[config.mk]
export PLATFORM = sky130hd
export DESIGN_NAME = ball_hole_detector
export DESIGN_NICKNAME = d
export VERILOG_FILES = /design/src/rtl/billiard_pkg.sv /design/src/rtl/hole_overlap_counter.sv /design/src/rtl/ball_hole_detector.sv
export SDC_FILE = /design/constraint.sdc
export NUM_CORES = 1
export LEC_CHECK = 0
export CAP_MARGIN = 40
export CELL_PAD_IN_SITES_DETAIL_PLACEMENT = 1
export CELL_PAD_IN_SITES_GLOBAL_PLACEMENT = 2
export CORE_MARGIN = 10
export CORE_UTILIZATION = 35
export CTS_CLUSTER_SIZE = 10
export DETAILED_ROUTE_END_ITERATION = 8
export PLACE_DENSITY = 0.69
export SLEW_MARGIN = 25
export SYNTH_ARGS = -nofsm -noshare
export SYNTH_HDL_FRONTEND = slang
export SYNTH_SLANG_ARGS = --single-unit
[constraint.sdc]
create_clock -name clk -period 4.21 [get_ports clk]
set_input_delay 0.842 -clock clk [delete_from_list [all_inputs] [get_ports clk]]
set_output_delay 0.842 -clock clk [all_outputs]
set_load 0.03 [all_outputs]
[src/rtl/billiard_pkg.sv]
//============================================================================
// Module      : billiard_pkg
// Description : Shared types and constants for the billiard table logic
//               (hole numbering, arming FSM states, hole priority helper).
// Revision    : 1.0 - initial release
//============================================================================
`default_nettype none

package billiard_pkg;

  localparam int NUM_HOLES = 6;

  typedef logic [2:0] hole_num_t;

  // Hole number reported when no hole is involved; real holes are 1..6.
  localparam hole_num_t HOLE_NONE = 3'd0;

  // Per-ball arming state: a ball may report at most one hit per visit.
  typedef enum logic {
    ARMED = 1'b0,
    FIRED = 1'b1
  } arm_state_t;

  // Lowest-index qualifying hole, numbered 1..NUM_HOLES; HOLE_NONE if none.
  function automatic hole_num_t lowest_hole(input logic [NUM_HOLES-1:0] qual);
    hole_num_t num;
    num = HOLE_NONE;
    for (int i = NUM_HOLES - 1; i >= 0; i--) begin
      if (qual[i]) num = hole_num_t'(i + 1);
    end
    return num;
  endfunction

endpackage

`default_nettype wire

[src/rtl/hole_overlap_counter.sv]
//============================================================================
// Module      : hole_overlap_counter
// Description : Per-ball overlap accounting against all holes. Counts
//               ball/hole overlap pixels per frame with saturating counters,
//               decides at the frame boundary whether the ball fell in a
//               hole, and suppresses repeat hits until the ball reappears.
// Revision    : 1.0 - initial release
//============================================================================
`default_nettype none

module hole_overlap_counter
  import billiard_pkg::*;
#(
  parameter int HIT_PIXELS = 8,
  parameter int CNT_W      = 8
) (
  input  logic                 clk,
  input  logic                 resetN,
  input  logic                 start_of_frame,
  input  logic                 ball_dr,
  input  logic [NUM_HOLES-1:0] hole_dr,
  input  logic                 ball_show,
  output logic                 hit,
  output hole_num_t            hole_num
);

  localparam logic [CNT_W-1:0] c_hit_thr = CNT_W'(HIT_PIXELS);
  localparam logic [CNT_W-1:0] c_cnt_max = {CNT_W{1'b1}};

  logic [NUM_HOLES-1:0] w_qual;
  arm_state_t           r_state;
  arm_state_t           w_state_next;
  logic                 r_show_prev;

  generate
    for (genvar i = 0; i < NUM_HOLES; i++) begin : g_cnt
      logic [CNT_W-1:0] r_cnt;

      // Count visible overlap pixels; clear at frame boundary, never wrap.
      always_ff @(posedge clk or negedge resetN) begin
        if (!resetN) begin
          r_cnt <= '0;
        end else if (start_of_frame) begin
          r_cnt <= '0;
        end else if (ball_dr && hole_dr[i] && ball_show && (r_cnt != c_cnt_max)) begin
          r_cnt <= r_cnt + 1'b1;
        end
      end

      assign w_qual[i] = (r_cnt >= c_hit_thr);
    end
  endgenerate

  // Lowest qualifying hole wins when the ball covers several at once.
  assign hole_num = lowest_hole(w_qual);

  // Arming state and previous Show value for rising-edge detection.
  always_ff @(posedge clk or negedge resetN) begin
    if (!resetN) begin
      r_state     <= ARMED;
      r_show_prev <= 1'b1;
    end else begin
      r_state     <= w_state_next;
      r_show_prev <= ball_show;
    end
  end

  // Fire once per visit; re-arm when the ball is put back on the table.
  always_comb begin
    w_state_next = r_state;
    hit          = 1'b0;
    case (r_state)
      ARMED: begin
        if (start_of_frame && (|w_qual)) begin
          hit          = 1'b1;
          w_state_next = FIRED;
        end
      end
      FIRED: begin
        if (ball_show && !r_show_prev) w_state_next = ARMED;
      end
      default: w_state_next = ARMED;
    endcase
  end

endmodule

`default_nettype wire

[src/rtl/ball_hole_detector.sv]
//============================================================================
// Module      : ball_hole_detector
// Description : Hole-hit event producer for the game controller. Watches the
//               white/red ball and hole draw requests and emits one-cycle
//               hit pulses (plus the red ball's hole number) right after the
//               frame boundary that closes the frame containing the overlap.
// Revision    : 1.0 - initial release
//============================================================================
`default_nettype none

module ball_hole_detector
  import billiard_pkg::*;
#(
  parameter int HIT_PIXELS = 8,
  parameter int CNT_W      = 8
) (
  input  logic                 clk,
  input  logic                 resetN,
  input  logic                 startOfFrame,
  input  logic                 whiteBallDR,
  input  logic                 redBallDR,
  input  logic [NUM_HOLES-1:0] holeDR,
  input  logic                 whiteBallShow,
  input  logic                 redBallShow,
  output logic                 whiteBallHoleHit,
  output logic                 redBallHoleHit,
  output hole_num_t            redBallHoleNum
);

  logic      w_white_hit;
  logic      w_red_hit;
  hole_num_t w_red_num;

  hole_overlap_counter #(
    .HIT_PIXELS (HIT_PIXELS),
    .CNT_W      (CNT_W)
  ) u_white (
    .clk            (clk),
    .resetN         (resetN),
    .start_of_frame (startOfFrame),
    .ball_dr        (whiteBallDR),
    .hole_dr        (holeDR),
    .ball_show      (whiteBallShow),
    .hit            (w_white_hit),
    .hole_num       ()
  );

  hole_overlap_counter #(
    .HIT_PIXELS (HIT_PIXELS),
    .CNT_W      (CNT_W)
  ) u_red (
    .clk            (clk),
    .resetN         (resetN),
    .start_of_frame (startOfFrame),
    .ball_dr        (redBallDR),
    .hole_dr        (holeDR),
    .ball_show      (redBallShow),
    .hit            (w_red_hit),
    .hole_num       (w_red_num)
  );

  // Register the frame-boundary decision into single-cycle output pulses.
  always_ff @(posedge clk or negedge resetN) begin
    if (!resetN) begin
      whiteBallHoleHit <= 1'b0;
      redBallHoleHit   <= 1'b0;
      redBallHoleNum   <= HOLE_NONE;
    end else begin
      whiteBallHoleHit <= w_white_hit;
      redBallHoleHit   <= w_red_hit;
      redBallHoleNum   <= w_red_hit ? w_red_num : HOLE_NONE;
    end
  end

endmodule

`default_nettype wire
# After elaboration in Yosys (flattened, before gate mapping)
# Cells that the tools add are included.
[word_totals]
register_bits = 105
output_inout_bits = 5
elab_cells = 152
[classes]
add_sub_neg = 12
order_cmp = 12
n_eq_ne = 12
muxes = 39
bitwise = 2
n_reduce_logical = 56
[ops]
columns = ["op", "count"]
rows = [
  ["8-bit 2-to-1 mux", 24],
  ["8-bit by 1-bit adder with 8-bit output, second input constant", 12],
  ["8-bit by 4-bit greater-or-equal comparator with 1-bit output, second input constant", 12],
  ["8-bit inequality test, second input constant", 12],
  ["1-bit logical AND", 40],
  ["2-bit nonzero test", 12],
  ["3-bit 2-to-1 mux", 7],
  ["6-bit OR reduction", 2],
  ["1-bit 2-to-1 mux", 6],
  ["1-bit one-hot mux with 2 select lines", 2],
  ["1-bit logical NOT", 2],
  ["1-bit NOT", 2],
]

# Depth between registers and ports, before layout
# Gate-level depths: netlist of run 1.
[logic_depth]
depth_word = 8
depth_mapped = 6
depth_no_buf = 5

# Cells and area by module
# A second synthesis of run 1 with hierarchy kept.
[hier_totals]
cells_unflattened = 602
area_unflattened_um2 = 5904.4
[by_module_without_submodules]
columns = ["mod", "n_inst", "cells_per_inst", "area_per_inst_um2", "seq_area_each_um2"]
rows = [
  ["hole_overlap_counter", 2, 297, 2880.3, 1252.5],
  ["ball_hole_detector", 1, 8, 143.9, 125.1],
]

# Least setup slack after synthesis of run 1
# Ideal clock, no wire load.
[synth_timing]
path_kind = "input to register"
startpoint = "in redBallShow"
endpoint = "reg u_red.g_cnt[2].r_cnt[5]"
setup_time_ns = 0.140
arrival_ns = 1.876
path_slack_ns = 2.194
path_stages = 5
n_path_buf = 1
path_cell_list = "buf_4 -> nand3_1 -> or3_1 -> o311ai_0 -> o41ai_1"
[synth_between]
elab_chain_len = 3
[synth_lines]
columns = ["element", "line_no", "source"]
rows = [
  ["from (decl)", "ball_hole_detector.sv:24", "input logic redBallShow,"],
  ["1-bit logical AND (2 in series)", "hole_overlap_counter.sv:45", "end else if (ball_dr && hole_dr[i] && ball_show && (r_cnt != c_cnt_max)) begin"],
  ["2-bit nonzero test (no source line)", "-", ""],
  ["to (signal assigned)", "hole_overlap_counter.sv:46", "r_cnt <= r_cnt + 1'b1;"],
  ["to (decl)", "hole_overlap_counter.sv:37", "logic [CNT_W-1:0] r_cnt;"],
]
# No other way between the ends.
# A chain may end at the register's enable or synchronous reset.

# Worst setup path in the final report of run 1
[layout_timing]
startpoint = "in redBallShow"
endpoint = "reg u_red.g_cnt[1].r_cnt[5]"
[layout_between]
elab_chain_len = 3
[layout_lines]
columns = ["element", "line_no"]
rows = [
  ["1-bit logical AND (2 in series)", "hole_overlap_counter.sv:45"],
  ["2-bit nonzero test (no source line)", "-"],
  ["to (signal assigned)", "hole_overlap_counter.sv:46"],
  ["to (decl)", "hole_overlap_counter.sv:37"],
]
# No other way between the ends.

==> summary.txt, run 1 <==
Layout
  – Share of post-route cells with drive strength above 1: 6.09%
  – Fin nets: around 660
  – ANT cells: 0
  – Filler Cells Inserted: between 1500 and 2000
  – Area growth syn-to-layout: 12.6%

Clocking
  – Clock net sink count: between 100 and 150
  – Clk root buf: clkbuf_16
  – H-tree level count: 3
  – Postcts setup bufs: 0
  – CTS tree: built
  – Clock latency on the worst-skew pair: about 0.36 ns
  – CTS Hold Buffers Added: 0
  – TritonCTS Buffers: 9
  – Post-CTS sizing: 0
  – Clock edge transition at the registers on the reported setup and hold paths: about 0.080 ns
  – Worst-case clock buffer depth: 2

Logic synthesis
  – Synth area leaders: dfrtp_1, ha_1, nor2_1
  – Post-Synthesis Cells: ~600
  – Post-synth ARST share: 100%
  – Synthesized cell area: just under 6000 um2
  – Synth Net Count: between 600 and 700
  – Count leader, synth: dfrtp_1
  – Commonest register cell after synthesis: dfrtp_1
  – Most frequent cells after synthesis: dfrtp_1, nor2_1, inv_1
  – Avg Cell Area, Syn: about 9.6 um2
  – Synth cell types: 55
  – Yosys warnings: 0
  – Synth top area share: between 40% and 50%
  – Register area share after synthesis: roughly 46%
  – Post-synth EDFFs: 0
  – #FFs+latches synth: ~110
  – Biggest area consumer among synthesized cells: dfrtp_1

Global routing
  – Vias in the first global route: ~4800
  – Global route hottest layer: met2
  – GRT met3 Usage: 2.79%
  – Met2 Usage GRT: 22.7%
  – Global-route wire length before repair: about 25000 um
  – M1 GR Usage: between 15 and 20%
  – Remaining global-route overflow: 0
  – Pin count of the biggest net entering global routing: 45
  – Total track usage: 13.6%
  – Initial antenna violation count: 0

STA
  – Unrepaired setup endpoints after global routing: false
  – Final setup vio count: 0
  – Hold Violations, Final: 0
  – Setup_tns: 0 ns
  – Least-Margin Pin Slew: about 0.60 ns
  – PnR worst setup slack: 1.74 ns
  – Clock skew: between 0.008 and 0.009 ns
  – Fin Hold WS: between 0.4 and 0.5 ns
  – Max Freq: just over 0.4 GHz
  – Fin crit share: 58.6%
  – Final min period: between 2 and 2.5 ns
  – Worst slew margin: 59.8%
  – Max-slew violations: 0

Worst setup path
  – CP cell instances: clkdlybuf4s50_1 -> nand3_1 -> a21o_1 -> or4_1 -> a21oi_1
  – Critical Path Source Type: input port
  – Worst Path Arrival: 2.75 ns
  – Worst EP required: about 4.5 ns
  – Critical path type: input port to flip-flop
  – Slowest stage cell, crit path: clkdlybuf4s50_1
  – Setup crit end kind: flip-flop
  – Critical path's largest stage delay: between 0.7 and 0.8 ns
  – Crit path max fanout: 11

Power
  – Static Leak: 0.00277 uW
  – Power Dens Cells: ~310 nW/um2
  – VDD IR max: ~200 uV
  – Tot Pwr: roughly 2000 uW

Detailed routing
  – DR WL/cell: between 15 and 20 um
  – DR vias: 4491
  – Wirelength, routed: around 14000 um
  – DR iter-0 viols: 135
  – Post-DRT Antenna Nets: 0
  – Drt drc: 0
  – Vias per Instance: around 5.3
  – Initial DRT Pass Iterations: 4

Die
  – Die area: 22000 um2
  – Die Y-Extent: between 100 and 150 um
  – Rows: 46
  – CORE AREA: 16100 um2
  – # IOs: 18
  – Initial Util: 36.0%
  – Die Wd: ~150 um

Place
  – Pre-CTS setup slack: around 1.4 ns
  – Final GP Congestion: approximately 0.8
  – Detail Placement HPWL: roughly 10000 um
  – Buffers on Ports: 17

Job
  – Max-cap viol count: 0

Hold path
  – Worst hold-check path type: input port to async pin

Outcome
  – Outcome: finished clean
## cell usage in the layout (no fill, tap or decap), types with 23 or more instances in the layout
master,instances
and3_1,23
nor2_1,73
o21ai_0,27
dfrtp_1,103
ha_1,24
xnor2_1,27
nand3_1,30
nand2_1,24
a21oi_1,27
inv_1,39
## layer usage
metal  vias to the layer above  wire [um]
li1                       2199          -
met1                      2261       6710
met2                        19       6920
met3                        12        274
met4                         0        187
met5                         -          0
## cell families (layout without fill, tap and decap cells)
kind of cell               after synthesis  in the layout  share of synthesized area, %
and+or+nand+nor                        246            246                          23.4
AOI/OAI and AO/OA                      112            112                          12.6
DFF                                    105            105                          45.5
buffers and inverters                   54             76                          3.62
xor gates and xnor gates                45             45                          6.82
adders and majority gates               24             24                          5.20
muxes                                   16             16                          2.82
## worst max-delay path: cells and delay by family
family	cells	cell delay [ns]
simple gates	2	0.73
compound gates	2	0.44
buf+inv	1	0.74
## cell type report
cell class | count | area (um2) | share of cell area [%]
timing repair buffer | 21 | 218 | 3.35
multi-input combinational | 443 | 2940 | 45.1
inverter | 39 | 146 | 2.25
tap | 216 | 270 | 4.15
clock buffer | 10 | 239 | 3.67
clock inverter | 6 | 66.3 | 1.02
sequential | 105 | 2630 | 40.4
## final timing paths
path                                           startpoint                   endpoint  slack, ns  cells past startpoint
worst max-delay path                          redBallShow    u_red.g_cnt[1].r_cnt[5]       1.74                      5
worst min-delay path                               resetN  u_white.g_cnt[3].r_cnt[0]       0.42                      1
worst max register to register  u_white.g_cnt[0].r_cnt[0]  u_white.g_cnt[0].r_cnt[5]       2.40                      5
worst min register to register            u_white.r_state           whiteBallHoleHit       0.46                      1
max in group asynchronous                          resetN    u_red.g_cnt[0].r_cnt[4]       2.94                      3
min in group clk                          u_white.r_state           whiteBallHoleHit       0.46                      1
## power breakdown
group          internal [uW]  switching (uW)
Clock                    480             401
Sequential              1020            7.99
Combinational           35.4            75.4
Total                   1530             485
## state kept, by name (all words and copies together), names as in the netlist
signal,count
u_red.g_cnt.r_cnt,48
u_white.g_cnt.r_cnt,48
redBallHoleNum,3
redBallHoleHit,1
u_red.r_show_prev,1
u_red.r_state,1
u_white.r_show_prev,1
u_white.r_state,1
whiteBallHoleHit,1
## per-stage QoR
step	utilization [%]	std cells	area [um2]
after detailed placement	38.6	824	6200
final	40.5	840	6510
after global placement	38.5	823	6180
after CTS	40.5	840	6510
after global routing	40.5	840	6510
after floorplan	-	602	5780
(Power assumes the default switching activity.)
==> run 2, diff against run 1 <==
PLACE_DENSITY = 0.72   (was 0.69)
clock period = 2 ns   (was 4.21 ns; I/O delays follow)
==> run 2 against run 1 <==
Net effect: global-route usage shrank 0.057 points; clock skew is essentially flat; total power grew 100%; core utilization grew 1.4 points; critical path depth is the same; clock-buffer cell count grew 1; largest power group unchanged; critical endpoint is now u_white.g_cnt[0].r_cnt[5]; worst setup slack lost 1.6 ns; design area grew 3.5%.
==> summary.txt, run 2 (synthesis results as in run 1) <==
Outcome
  – Outcome: finished clean

STA
  – Setup_tns: 0 ns
  – Max-slew violations: 0
  – Final setup vio count: 0
  – Worst slew margin: between 50 and 60%
  – Clock skew: ~0.008 ns
  – Fin crit share: between 90 and 100%
  – Unrepaired setup endpoints after global routing: false
  – Final min period: between 1.5 and 2 ns
  – Least-Margin Pin Slew: between 0.6 and 0.7 ns
  – Hold Violations, Final: 0
  – Max Freq: approximately 0.55 GHz

Worst setup path
  – Setup crit end kind: flip-flop
  – Worst EP required: 2.28 ns
  – CP cell instances: clkdlybuf4s50_1 -> nand3_1 -> a21o_1 -> or4_1 -> a21oi_1
  – Worst Path Arrival: between 2 and 2.5 ns
  – Crit path max fanout: 5
  – Critical path's largest stage delay: between 0.6 and 0.7 ns
  – Critical Path Source Type: input port
  – Critical path type: input port to flip-flop
  – Slowest stage cell, crit path: clkdlybuf4s50_1

Clocking
  – H-tree level count: 3
  – Postcts setup bufs: 0
  – Clock edge transition at the registers on the reported setup and hold paths: around 0.070 ns
  – CTS tree: built
  – Clock latency on the worst-skew pair: around 0.36 ns
  – Clock net sink count: ~110
  – CTS Hold Buffers Added: 0
  – Clk root buf: clkbuf_16
  – Worst-case clock buffer depth: 2
  – TritonCTS Buffers: 9
  – Post-CTS sizing: 0

Hold path
  – Worst hold-check path type: input port to async pin

Global routing
  – Pin count of the biggest net entering global routing: approximately 110
  – Vias in the first global route: around 5000
  – Global-route wire length before repair: between 20000 and 25000 um
  – GRT met3 Usage: 3.58%
  – Initial antenna violation count: 0
  – M1 GR Usage: between 10% and 20%
  – Global route hottest layer: met2
  – Met2 Usage GRT: 23.3%
  – Total track usage: 13.5%
  – Remaining global-route overflow: 0

Detailed routing
  – Drt drc: 0
  – Initial DRT Pass Iterations: 4
  – DR iter-0 viols: between 200 and 250
  – Post-DRT Antenna Nets: 0
  – Vias per Instance: 5.35
  – DR vias: ~4700
  – Wirelength, routed: roughly 14000 um
  – DR WL/cell: roughly 16 um

Layout
  – Filler Cells Inserted: ~1800
  – Most frequent cells in the layout: dfrtp_1, nor2_1, inv_1
  – Area growth syn-to-layout: 16.6%
  – Share of post-route cells with drive strength above 1: about a tenth
  – Fin nets: 690
  – Post-Layout Cell Count: 874
  – ANT cells: 0
  – Commonest non-fill, non-tap cell in the layout: dfrtp_1
  – Top flop regs: u_red.g_cnt.r_cnt (48), u_white.g_cnt.r_cnt (48), redBallHoleNum (3)

Power
  – Power Dens Cells: about 600 nW/um2
  – VDD IR max: 412 uV
  – Static Leak: 0.00291 uW

Die
  – # IOs: 18
  – Initial Util: 36.0%
  – Die area: ~22000 um2
  – Rows: 46
  – Die Wd: 148 um
  – Die Y-Extent: 148 um
  – CORE AREA: 16100 um2

Job
  – Max-cap viol count: 0

Place
  – Detail Placement HPWL: approximately 10000 um
  – Final GP Congestion: a little under 0.8
  – Cell count after placement: between 800 and 900
  – Buffers on Ports: 17
-- run 2: layer usage --
metal | wire length [um] | up-vias
li1 | - | 2268
met1 | 6590 | 2358
met2 | 6980 | 41
met3 | 389 | 13
met4 | 154 | 0
met5 | 0 | -
-- run 2: final timing paths --
| kind | start | to | slack (ns) | depth (start not counted) |
|---|---|---|---|---|
| setup / recovery | whiteBallDR | u_white.g_cnt[0].r_cnt[5] | 0.19 | 5 |
| hold / removal | resetN | u_white.g_cnt[3].r_cnt[0] | 0.08 | 2 |
| setup reg to reg | u_red.g_cnt[3].r_cnt[4] | u_red.r_state | 0.19 | 4 |
| hold reg to reg | u_white.r_state | whiteBallHoleHit | 0.45 | 1 |
| max in group asynchronous | resetN | u_red.g_cnt[5].r_cnt[0] | 1.44 | 2 |
| min in group clk | startOfFrame | u_red.g_cnt[5].r_cnt[4] | 0.38 | 2 |
-- run 2: power breakdown --
group	total, uW	leakage, uW	switching [uW]	internal [uW]
logic	263	0.00133	163	100
registers	2160	0.00146	16.9	2140
clock network	1660	0.000122	815	842
total	4080	0.00291	995	3090
-- run 2: area by class of cell --
class / count / area [um2] / area share, %
clock inverter: 5 / 32.5 / 0.483
inverter: 39 / 146 / 2.17
sequential: 105 / 2630 / 39.0
clock buffer: 11 / 233 / 3.46
tap: 216 / 270 / 4.01
multi-input combinational: 443 / 2940 / 43.6
timing repair buffer: 55 / 485 / 7.21
-- run 2: stage by stage --
| stage | hold slack (ns) | util (%) | instance area (um2) | total power, uW | setup WS [ns] |
|---|---|---|---|---|---|
| 2_1_floorplan | 0.104 | - | 5780 | 2310 | 0.325 |
| 3_3_place_gp | 0.432 | 40.3 | 6470 | 2460 | -0.141 |
| 3_5_place_dp | 0.438 | 40.3 | 6470 | 2480 | -0.184 |
| 4_1_cts | 0.158 | 41.9 | 6740 | 4170 | 0.169 |
| 5_1_grt | 0.150 | 41.9 | 6740 | 4290 | 0.0331 |
| 6_report | 0.0819 | 41.9 | 6740 | 4080 | 0.187 |
-- run 2: critical path: cells and delay by family --
family	cells	cell delay, ns
compound gates	2	0.36
buf+inv	1	0.65
simple gates	2	0.68
==> edit, RTL diff (flow settings as in run 2) <==
`HIT_PIXELS` is set to 8 in 2 places; all go to 6.
--- a/src/rtl/hole_overlap_counter.sv
+++ b/src/rtl/hole_overlap_counter.sv
@@ -12,5 +12,5 @@
   import billiard_pkg::*;
 #(
-  parameter int HIT_PIXELS = 8,
+  parameter int HIT_PIXELS = 6,
   parameter int CNT_W      = 8
 ) (
--- a/src/rtl/ball_hole_detector.sv
+++ b/src/rtl/ball_hole_detector.sv
@@ -12,5 +12,5 @@
   import billiard_pkg::*;
 #(
-  parameter int HIT_PIXELS = 8,
+  parameter int HIT_PIXELS = 6,
   parameter int CNT_W      = 8
 ) (
Behaviour: not the same (a bounded check fails within 10 cycles, from zero or initial values and one cycle with resetN low).
==> edit against run 2 <==
- total power is 3.5% higher
- synthesized area up 1.1%
- setup slack lost 0.074 ns
- die area up 0.96%
- maximum frequency decreased by 3.9%
- clock power rose by 4%
- first-iteration DRC count is 25% lower
- wire length grew 11%
- highest routed layer unchanged
- final cell count increased by 5.7%
- largest power group unchanged
- critical endpoint is now u_white.g_cnt[1].r_cnt[7]
- final area grew 5.2%
- sequential cell count did not move
==> edit: results (changes against run 2) <==
<table>
<tr><th>Metric</th><th>Value</th></tr>
<tr><th colspan="2">Place</th></tr>
<tr><td>Setup slack at placement</td><td>-0.2925 ns (was -0.1839 ns)</td></tr>
<tr><td>Gpl congestion</td><td>0.7962 (was 0.7848)</td></tr>
<tr><td>HPWL after detailed placement</td><td>11,440 µm (was 10,070 µm)</td></tr>
<tr><td>Placed cell count</td><td>907 (was 858)</td></tr>
<tr><th colspan="2">Setup path</th></tr>
<tr><td>Slowest stage cell, crit path</td><td>or4b_4 (was clkdlybuf4s50_1)</td></tr>
<tr><td>Maximum fanout along the worst path</td><td>9 (was 5)</td></tr>
<tr><td>Endpoint arrival time on the critical path</td><td>2.17 ns (was 2.10 ns)</td></tr>
<tr><td>R2r worst-path depth</td><td>5 (was 4)</td></tr>
<tr><td>Critical Path Max Stage Delay</td><td>0.56 ns (was 0.65 ns)</td></tr>
<tr><th colspan="2">Route</th></tr>
<tr><td>DRC violation total after the first TritonRoute iteration</td><td>165 (was 220)</td></tr>
<tr><td>Vias after detailed routing</td><td>5,038 (was 4,680)</td></tr>
<tr><td>Post-detailed-route via-to-cell ratio</td><td>5.452 (was 5.355)</td></tr>
<tr><th colspan="2">Synthesis</th></tr>
<tr><td>Count of unique library cells instantiated by Yosys</td><td>45 (was 55)</td></tr>
<tr><td>Cell types with the highest counts after synthesis</td><td>103 x dfrtp_1, 77 x nor2_1, 44 x xnor2_1 (was 103 x dfrtp_1, 73 x nor2_1, 39 x inv_1)</td></tr>
<tr><td>Sequential-to-total area share from yosys stat</td><td>45.03% (was 45.53%)</td></tr>
<tr><td>Cell count after synthesis</td><td>619 (was 602)</td></tr>
<tr><th colspan="2">Global routing</th></tr>
<tr><td>Maximum number of pins on one net before global-route repair</td><td>49 (was 106)</td></tr>
<tr><td>Global-route usage over all layers</td><td>14.74% (was 13.51%)</td></tr>
<tr><td>Wire length of the first global-routing pass</td><td>26,960 µm (was 24,660 µm)</td></tr>
<tr><td>Via count of the first global-routing pass</td><td>5,468 (was 5,038)</td></tr>
<tr><th colspan="2">Timing</th></tr>
<tr><td>Setup skew after layout</td><td>0.01183 ns (was 0.007818 ns)</td></tr>
<tr><td>Worst-case headroom to the max-slew limit</td><td>65.47% (was 59.56%)</td></tr>
<tr><th colspan="2">Pwr</th></tr>
<tr><td>Peak VDD IR</td><td>388.7 µV (was 411.9 µV)</td></tr>
<tr><td>Pleak</td><td>0.002913 µW (was 0.002909 µW)</td></tr>
<tr><th colspan="2">Outcome</th></tr>
<tr><td>Run status</td><td>finished clean (unchanged)</td></tr>
<tr><th colspan="2">Clocking</th></tr>
<tr><td>Clk root buf</td><td>clkbuf_16 (unchanged)</td></tr>
<tr><th colspan="2">Cells and area</th></tr>
<tr><td>Number of nets in the layout</td><td>736 (was 690)</td></tr>
</table>
-- edit: cell count changes in the layout (fill, tap and decap cells not counted), sizes merged, moves of 10 or more --
| cell | delta |
|---|---|
| xor2 | -12 |
| buf | +34 |
| o211ai | -13 |
| or4 | -10 |
| mux2i | -13 |
| inv | -10 |
| a211oi | +19 |
| nand2 | +16 |
| xnor2 | +17 |
| a2111oi | +12 |
-- edit: worst register-to-register path, cell delays in order (launching register included) --
cell and delay [ns]:
dfrtp_1 0.39, ha_1 0.22, and4_1 0.21, or4b_4 0.52
or3_1 0.34, a21oi_2 0.13
-- edit: timing repair --
item / in CTS / in global routing
endpoints found under the hold margin: 14 / 0
endpoints found under the setup margin: 0 / 4
hold buffers: 1 / 0
resized for setup: 0 / 4
-- edit: power by group --
group	leakage (µW)	internal, µW	switching [µW]
logic	0.00132	130	194
registers	0.00145	2150	28.8
clock network	0.000143	915	807
-- edit: final timing paths --
path | start | end | slack, ns
max | whiteBallShow | u_white.g_cnt[1].r_cnt[7] | 0.11
min reg2reg | u_white.r_state | u_white.r_state | 0.49
max reg2reg | u_white.g_cnt[1].r_cnt[0] | u_white.g_cnt[1].r_cnt[7] | 0.12
min in group clk | u_white.r_state | u_white.r_state | 0.49
max in group asynchronous | resetN | u_red.g_cnt[1].r_cnt[5] | 0.84
min | resetN | u_white.g_cnt[3].r_cnt[2] | 0.48
-- edit: stage by stage --
step	utilization, %	power, µW
2_1_floorplan	-	2348
3_3_place_gp	41.16	2539
3_5_place_dp	41.16	2554
4_1_cts	42.95	4321
5_1_grt	43.02	4440
6_report	43.02	4225
-- edit: cell type report --
type	instances	area [µm²]	share of cell area, %
multi-input combinational	464	3032	42.80
sequential	105	2630	37.13
timing repair buffer	90	753.2	10.63
tap	220	275.3	3.886
clock buffer	12	256.5	3.621
inverter	29	108.9	1.537
clock inverter	4	27.53	0.3886
-- edit: logic make-up (layout without fill, tap and decap cells) --
logic type               Yosys count  count (layout)  synth area share (%)
buffers and inverters             50             135                 3.213
multiplexers                       1               1                0.1714
adder cells (fa/ha/maj)           24              24                 5.141
AND/OR/NAND/NOR                  253             253                 22.71
XOR/XNOR                          50              50                 7.498
flip-flops                       105             105                 45.03
AO/OA/AOI/OAI                    136             136                 16.24
-- edit: per-layer routing --
layer / share of wire (%) / global-route usage, % / routed length [µm] / vias to the layer above
met4: 1.6 / 3.925 / 250 / 0
li1: - / - / - / 2443
met3: 2.4 / 3.853 / 368 / 16
met1: 45 / 16.97 / 7021 / 2539
met5: 0 / 0 / 0 / -
met2: 51 / 26.38 / 7988 / 40
